[config.mk]
export PLATFORM = sky130hd
export DESIGN_NAME = aw_rr_xbar
export DESIGN_NICKNAME = d
export VERILOG_FILES = /design/src/rtl/aw_rr_xbar.sv
export SDC_FILE = /design/constraint.sdc
export NUM_CORES = 1
export LEC_CHECK = 0
export ABC_CLOCK_PERIOD_IN_PS = 9670
export BUFFER_PORTS_ARGS = -buffer_cell sky130_fd_sc_hd__buf_2
export CORE_AREA = 2 2 192 194
export CTS_BUF_LIST = sky130_fd_sc_hd__clkbuf_8
export CTS_CLUSTER_SIZE = 10
export DETAILED_ROUTE_END_ITERATION = 10
export DIE_AREA = 0 0 194 196
export GPL_ROUTABILITY_DRIVEN = 0
export PLACE_DENSITY = 0.44
export SYNTH_ARGS = -nofsm -noshare
export SYNTH_HDL_FRONTEND = slang
export SYNTH_SLANG_ARGS = --single-unit
[constraint.sdc]
create_clock -name clk -period 9.67 [get_ports clk]
set_input_delay 1.934 -clock clk [delete_from_list [all_inputs] [get_ports clk]]
set_output_delay 1.934 -clock clk [all_outputs]
set_load 0.01 [all_outputs]
[src/rtl/aw_rr_xbar.sv]
// AXI write-address router: registered round-robin grant across masters, address decode to one
// slave, per-master outstanding-write throttle released by B handshakes, and a routing pulse for W.

module aw_os_cnt (
   input  logic       clk,
   input  logic       rstn,
   input  logic       inc,
   input  logic       dec,
   output logic [3:0] cnt
);
   // Simultaneous inc and dec cancel; decrement saturates at zero.
   always_ff @(posedge clk or negedge rstn) begin
      if (!rstn)                            cnt <= '0;
      else if (inc && !dec && cnt != 4'hF)  cnt <= cnt + 4'd1;
      else if (dec && !inc && cnt != 4'h0)  cnt <= cnt - 4'd1;
   end
endmodule

module aw_rr_xbar #(
   parameter int NUM_MASTERS = 3,
   parameter int NUM_SLAVES  = 7,
   parameter int ID_BITS     = 4,
   parameter int ADDR_BITS   = 32,
   parameter int LEN_BITS    = 4,
   parameter int SIZE_BITS   = 3,
   parameter int BURST_BITS  = 2,
   parameter logic [NUM_SLAVES*ADDR_BITS-1:0] SLAVE_BASE = {
      32'h0006_0000, 32'h0005_0000, 32'h0004_0000, 32'h0003_0000,
      32'h0002_0000, 32'h0001_0000, 32'h0000_0000},
   parameter logic [NUM_SLAVES*ADDR_BITS-1:0] SLAVE_MASK = {7{32'hFFFF_0000}},
   parameter int DEFAULT_SLAVE   = NUM_SLAVES - 1,
   parameter int MAX_OUTSTANDING = 1,
   localparam int MID_BITS = $clog2(NUM_MASTERS),
   localparam int SID_BITS = $clog2(NUM_SLAVES)
) (
   input  logic                                              clk,
   input  logic                                              rstn,
   input  logic [NUM_MASTERS-1:0][ID_BITS-1:0]               AWID_M,
   input  logic [NUM_MASTERS-1:0][ADDR_BITS-1:0]             AWADDR_M,
   input  logic [NUM_MASTERS-1:0][LEN_BITS-1:0]              AWLEN_M,
   input  logic [NUM_MASTERS-1:0][SIZE_BITS-1:0]             AWSIZE_M,
   input  logic [NUM_MASTERS-1:0][BURST_BITS-1:0]            AWBURST_M,
   input  logic [NUM_MASTERS-1:0]                            AWVALID_M,
   output logic [NUM_MASTERS-1:0]                            AWREADY_M,
   input  logic [NUM_MASTERS-1:0]                            BVALID_M,
   input  logic [NUM_MASTERS-1:0]                            BREADY_M,
   output logic [NUM_SLAVES-1:0][ID_BITS+MID_BITS-1:0]       AWID_S,
   output logic [NUM_SLAVES-1:0][ADDR_BITS-1:0]              AWADDR_S,
   output logic [NUM_SLAVES-1:0][LEN_BITS-1:0]               AWLEN_S,
   output logic [NUM_SLAVES-1:0][SIZE_BITS-1:0]              AWSIZE_S,
   output logic [NUM_SLAVES-1:0][BURST_BITS-1:0]             AWBURST_S,
   output logic [NUM_SLAVES-1:0]                             AWVALID_S,
   input  logic [NUM_SLAVES-1:0]                             AWREADY_S,
   output logic                                              aw_hs,
   output logic [MID_BITS-1:0]                               aw_hs_mst,
   output logic [SID_BITS-1:0]                               aw_hs_slv
);
   typedef struct packed {
      logic [MID_BITS+ID_BITS-1:0] id;
      logic [ADDR_BITS-1:0]        addr;
      logic [LEN_BITS-1:0]         len;
      logic [SIZE_BITS-1:0]        size;
      logic [BURST_BITS-1:0]       burst;
   } aw_req_t;

   typedef enum logic {IDLE, GRANT} state_t;

   state_t                        state;
   logic [MID_BITS-1:0]           grant_idx, rr_ptr, pick, rr_next;
   logic                          any_elig, hs;
   logic [SID_BITS-1:0]           dec;
   logic [NUM_MASTERS-1:0]        elig;
   logic [NUM_MASTERS-1:0][3:0]   os_cnt;
   aw_req_t                       req;

   for (genvar i = 0; i < NUM_MASTERS; i++) begin : g_os
      aw_os_cnt u_os (
         .clk  (clk),
         .rstn (rstn),
         .inc  (hs && (grant_idx == MID_BITS'(i))),
         .dec  (BVALID_M[i] & BREADY_M[i]),
         .cnt  (os_cnt[i])
      );
      assign elig[i] = AWVALID_M[i] && (os_cnt[i] < 4'(MAX_OUTSTANDING));
   end

   // Walk downward so the closest eligible master at or above rr_ptr is the last to be written.
   always_comb begin
      any_elig = 1'b0;
      pick     = '0;
      for (int k = NUM_MASTERS - 1; k >= 0; k--) begin
         int m;
         m = int'(rr_ptr) + k;
         if (m >= NUM_MASTERS) m = m - NUM_MASTERS;
         if (elig[m]) begin
            any_elig = 1'b1;
            pick     = MID_BITS'(m);
         end
      end
   end

   always_comb begin
      dec = SID_BITS'(DEFAULT_SLAVE);
      for (int s = NUM_SLAVES - 1; s >= 0; s--)
         if ((AWADDR_M[grant_idx] & SLAVE_MASK[s*ADDR_BITS +: ADDR_BITS]) ==
             SLAVE_BASE[s*ADDR_BITS +: ADDR_BITS])
            dec = SID_BITS'(s);
   end

   assign hs      = (state == GRANT) && AWVALID_M[grant_idx] && AWREADY_S[dec];
   assign rr_next = (grant_idx == MID_BITS'(NUM_MASTERS - 1)) ? '0 : grant_idx + 1'b1;

   always_comb begin
      req       = '0;
      AWVALID_S = '0;
      AWREADY_M = '0;
      if (state == GRANT) begin
         req.id                = {grant_idx, AWID_M[grant_idx]};
         req.addr              = AWADDR_M[grant_idx];
         req.len               = AWLEN_M[grant_idx];
         req.size              = AWSIZE_M[grant_idx];
         req.burst             = AWBURST_M[grant_idx];
         AWVALID_S[dec]        = AWVALID_M[grant_idx];
         AWREADY_M[grant_idx]  = AWREADY_S[dec];
      end
   end

   for (genvar s = 0; s < NUM_SLAVES; s++) begin : g_bcast
      assign AWID_S[s]    = req.id;
      assign AWADDR_S[s]  = req.addr;
      assign AWLEN_S[s]   = req.len;
      assign AWSIZE_S[s]  = req.size;
      assign AWBURST_S[s] = req.burst;
   end

   assign aw_hs     = hs;
   assign aw_hs_mst = hs ? grant_idx : '0;
   assign aw_hs_slv = hs ? dec : '0;

   // Grant is held until the handshake; no re-arbitration while in GRANT.
   always_ff @(posedge clk or negedge rstn) begin
      if (!rstn) begin
         state     <= IDLE;
         grant_idx <= '0;
         rr_ptr    <= '0;
      end else begin
         case (state)
            IDLE: if (any_elig) begin
               grant_idx <= pick;
               state     <= GRANT;
            end
            GRANT: if (hs) begin
               rr_ptr <= rr_next;
               state  <= IDLE;
            end
            default: state <= IDLE;
         endcase
      end
   end
endmodule

==> reports/metrics.json <==
{
  "syn_nets": {"value": 831},
  "core_area": {"value": 36100, "unit": "um^2"},
  "detailedRoute.firstPassIterationCount": {"value": 4},
  "reg2reg_depth": {"value": 9},
  "start_util": {"value": 13.6, "unit": "%"},
  "first_iter_violations": {"value": 147},
  "ioPinCount": {"value": 498},
  "worst-slew-pin-transition": {"value": 810, "unit": "ps"},
  "synth_seq_cells": {"value": 17},
  "async_reset_ff_share": {"value": 100, "unit": "%"},
  "hold_viol": {"value": 0},
  "timing.setup.tns": {"value": 0, "unit": "ps"},
  "ys_types": {"value": 49},
  "final_net_count": {"value": 1028},
  "insertedDiodeCount": {"value": 0},
  "synth.cell_area": {"value": 4910, "unit": "um^2"},
  "maximum_fanout_encountered_on_the_critical_timing_path": {"value": 6},
  "route.antenna.remaining_nets": {"value": 0},
  "worst_setup_path_startpoint": {"value": "AWADDR_M[85]"},
  "area_of_the_die": {"value": 38000, "unit": "um^2"},
  "hp-start": {"value": "g_os[0].u_os.cnt[3]$_DFFE_PN0P_"},
  "cp_slowest_stage_delay": {"value": 790, "unit": "ps"},
  "worst_r2r_endpoint": {"value": "g_os[0].u_os.cnt[2]$_DFFE_PN0P_"},
  "gr-usage-all-layers": {"value": 8.41, "unit": "%"},
  "seq_area_frac_synth": {"value": 8.67, "unit": "%"},
  "fp.dieH": {"value": 196, "unit": "um"},
  "synthesis.area_per_instance": {"value": 7.36, "unit": "um^2"},
  "clock-root-buffer": {"value": "sky130_fd_sc_hd__clkbuf_8"},
  "ys.flop_type": {"value": "sky130_fd_sc_hd__dfrtp_1"},
  "ys_warn_count": {"value": 0},
  "min_delay_worst_endpoint": {"value": "g_os[0].u_os.cnt[3]$_DFFE_PN0P_"},
  "post-route-min-period": {"value": 6630, "unit": "ps"},
  "synth_edf_count": {"value": 0},
  "min_delay_path_depth": {"value": 1},
  "register_area": {"value": 430, "unit": "um^2"},
  "cts_tree": {"value": "built"},
  "global_route_wire_length_before_repair": {"value": 25.1, "unit": "mm"},
  "htree_num_levels": {"value": 1},
  "tritoncts.num_buffers": {"value": 3},
  "min-delay-path-class": {"value": "register to register"},
  "post-cts-setup-buffers": {"value": 0},
  "multi_input_area": {"value": 2190, "unit": "um^2"},
  "place_hpwl": {"value": 15.3, "unit": "mm"},
  "period_share": {"value": 68.6, "unit": "%"},
  "area_delta_synth_final": {"value": 18.4, "unit": "%"},
  "worst_ir_drop_vdd": {"value": 0.216, "unit": "mV"},
  "path_common_cell": {"value": "sky130_fd_sc_hd__buf_2"},
  "reg2reg_setup_slack": {"value": 5510, "unit": "ps"},
  "clockBufferDepth": {"value": 2},
  "wl_per_cell": {"value": 13.8, "unit": "um"},
  "worst_ep_required_time": {"value": 7740, "unit": "ps"},
  "timing.slew.headroom": {"value": 45.9, "unit": "%"},
  "cts_hold_repair.buffers": {"value": 0},
  "power.density_cell_area": {"value": 370, "unit": "nW/um^2"},
  "clock-sinks": {"value": 17},
  "finClkSkew": {"value": 5.83, "unit": "ps"},
  "grt_setup_unrepaired": {"value": "no"},
  "power.static_leakage": {"value": 3.35, "unit": "nW"},
  "crit_path_start_kind": {"value": "primary input"},
  "final_max_slew_viols": {"value": 0},
  "setup_violations": {"value": 0},
  "largest_net_degree_at_the_start_of_global_routing": {"value": 61},
  "layout_cells_sized_above_1": {"value": 59.8, "unit": "%"},
  "synth_cells": {"value": 667},
  "sum_of_routed_wire_length_over_all_layers": {"value": 18.4, "unit": "mm"},
  "timing.critical_path.to_type": {"value": "output port"},
  "clk_pin_slew": {"value": 70, "unit": "ps"},
  "viasPerCell": {"value": 3.62},
  "place.port_buffers": {"value": 497},
  "clkLatencyLatePin": {"value": 260, "unit": "ps"},
  "initial_antenna_violation_count": {"value": 1},
  "worstPathCellList": {"value": "buf_2 -> mux2i_1 -> o2bb2ai_1 -> nor4_2 -> nand4_1 -> or4_1 -> a211o_1 -> nor4_1 -> buf_2"},
  "n_fill_cell": {"value": 4181},
  "crit_path_top_delay_cell": {"value": "sky130_fd_sc_hd__or4_1"},
  "fmax": {"value": 151, "unit": "MHz"},
  "maxCapViolations": {"value": 0},
  "route.detailed.drc": {"value": 0},
  "worst_path_class_setup": {"value": "primary input to output port"},
  "rows": {"value": 70},
  "outcome": {"value": "finished clean"},
  "global_route.overflow_total": {"value": 0},
  "fin_cells": {"value": 1331},
  "die_outline_width": {"value": 194, "unit": "um"},
  "cp_data_arrival_time": {"value": 4700, "unit": "ps"},
  "via_count": {"value": 4816},
  "rr_startpoint": {"value": "grant_idx[1]$_DFFE_PN0P_"},
  "cts_resized": {"value": 0},
  "dp_cells": {"value": 1327},
  "grt_pass1_vias": {"value": 4121}
}
## synthesized netlist by cell type (2+ instances only)
library cell,count,share of area (%)
sky130_fd_sc_hd__nor3_1,5,0.51
sky130_fd_sc_hd__a211oi_1,4,0.61
sky130_fd_sc_hd__a21o_1,5,0.76
sky130_fd_sc_hd__nand2_1,20,1.5
sky130_fd_sc_hd__nor3b_1,2,0.31
sky130_fd_sc_hd__buf_1,6,0.46
sky130_fd_sc_hd__clkbuf_1,12,0.92
sky130_fd_sc_hd__nand2b_1,2,0.25
sky130_fd_sc_hd__nand4_1,4,0.51
sky130_fd_sc_hd__a21oi_1,48,4.9
sky130_fd_sc_hd__nor4_2,2,0.51
sky130_fd_sc_hd__and2_1,15,1.9
sky130_fd_sc_hd__nand3b_1,4,0.61
sky130_fd_sc_hd__nor2b_1,2,0.25
sky130_fd_sc_hd__and3_1,4,0.51
sky130_fd_sc_hd__o21ai_0,6,0.61
sky130_fd_sc_hd__ha_1,11,2.8
sky130_fd_sc_hd__nand3_1,3,0.31
sky130_fd_sc_hd__a21oi_4,2,0.66
sky130_fd_sc_hd__buf_4,282,43
sky130_fd_sc_hd__o21a_1,4,0.61
sky130_fd_sc_hd__or4_1,3,0.46
sky130_fd_sc_hd__nor4_1,4,0.51
sky130_fd_sc_hd__xor2_1,5,0.89
sky130_fd_sc_hd__nor2_1,77,5.9
sky130_fd_sc_hd__o2111ai_1,2,0.36
sky130_fd_sc_hd__a32oi_1,3,0.54
sky130_fd_sc_hd__o22ai_1,2,0.25
sky130_fd_sc_hd__o2bb2ai_1,15,2.7
sky130_fd_sc_hd__dfrtp_1,17,8.7
sky130_fd_sc_hd__buf_2,4,0.41
sky130_fd_sc_hd__buf_6,4,0.92
sky130_fd_sc_hd__xnor2_1,3,0.54
sky130_fd_sc_hd__mux2_2,4,0.92
sky130_fd_sc_hd__mux2i_1,56,11
sky130_fd_sc_hd__inv_1,12,0.92
## critical path, delay by kind of cell
family / cells / cell delay (ps)
buffers and inverters: 2 / 280
AND/OR/NAND/NOR: 4 / 1720
AO/OA/AOI/OAI: 2 / 600
multiplexers: 1 / 160
## kinds of logic after synthesis
| family | count (synthesis) | share of synthesized area, % |
|---|---|---|
| AOI/OAI and AO/OA | 99 | 13.2 |
| DFF | 17 | 8.67 |
| and+or+nand+nor | 150 | 14.6 |
| muxes | 60 | 12.3 |
| buffers and inverters | 322 | 46.9 |
| xor gates and xnor gates | 8 | 1.43 |
| adders and majority gates | 11 | 2.80 |
## stage by stage
step                setup WS, ps  hold WS [ps]  power (W)  utilization, %  cell area (um^2)
floorplan                   3760           463    0.00203               -              4910
global placement            2990           484    0.00211            16.0              5770
detailed placement          3010           483    0.00212            16.0              5770
CTS                         2990           497    0.00218            16.1              5810
global route                2810           527    0.00233            16.1              5810
finish                      3040           495    0.00215            16.1              5810
## flip-flops by register name, summed over array words and instances (netlist names)
name and cells:
g_os.u_os.cnt 12, grant_idx 2, rr_ptr 2, state 1
## cells in the final DEF, fill, tap and decap left out, drive strengths merged, types with 3 or more instances in the layout
cell,count
a21o,5
or4,3
ha,11
nor4,6
o21ai,7
nand4,4
clkbuf,3
buf,500
dfrtp,17
and3,4
o2bb2ai,15
a21oi,50
nor2,77
nor3,5
xor2,5
nand3b,4
nand3,3
mux2i,56
mux2,4
inv,15
and2,15
xnor2,3
a32oi,3
nand2,20
a211oi,4
o21a,4
## routing by layer
layer	vias to the layer above	global-route usage (%)	routed length [um]
met5	-	0	0
met2	248	15.0	9020
met3	4	0.928	1250
li1	2334	-	-
met4	0	1.12	184
met1	2230	11.2	7910
## power breakdown
group          internal (W)  switching (W)
Sequential         0.000107      0.0000840
Clock             0.0000282      0.0000262
Combinational      0.000728        0.00117
Total              0.000864        0.00128
## final cells by class
type	count	share of cell area [%]
flip-flops and latches	17	7.41
inverters	14	0.904
well taps	468	10.1
clock buffers	3	0.710
multi-input cells	328	37.7
repair buffers	500	43.2
clock inverters	1	0.0646
## how the worst max path moves through the flow
stage | end | slack (ps) | depth (start not counted)
after CTS | aw_hs_slv[0] | 2990 | 9
after floorplan | aw_hs_slv[0] | 3760 | 8
after detailed placement | aw_hs_slv[0] | 3010 | 9
final | aw_hs_slv[0] | 3040 | 9
after global placement | aw_hs_slv[0] | 2990 | 9
after global routing | AWREADY_M[2] | 2810 | 10
Power figures use the tool's default switching activity.
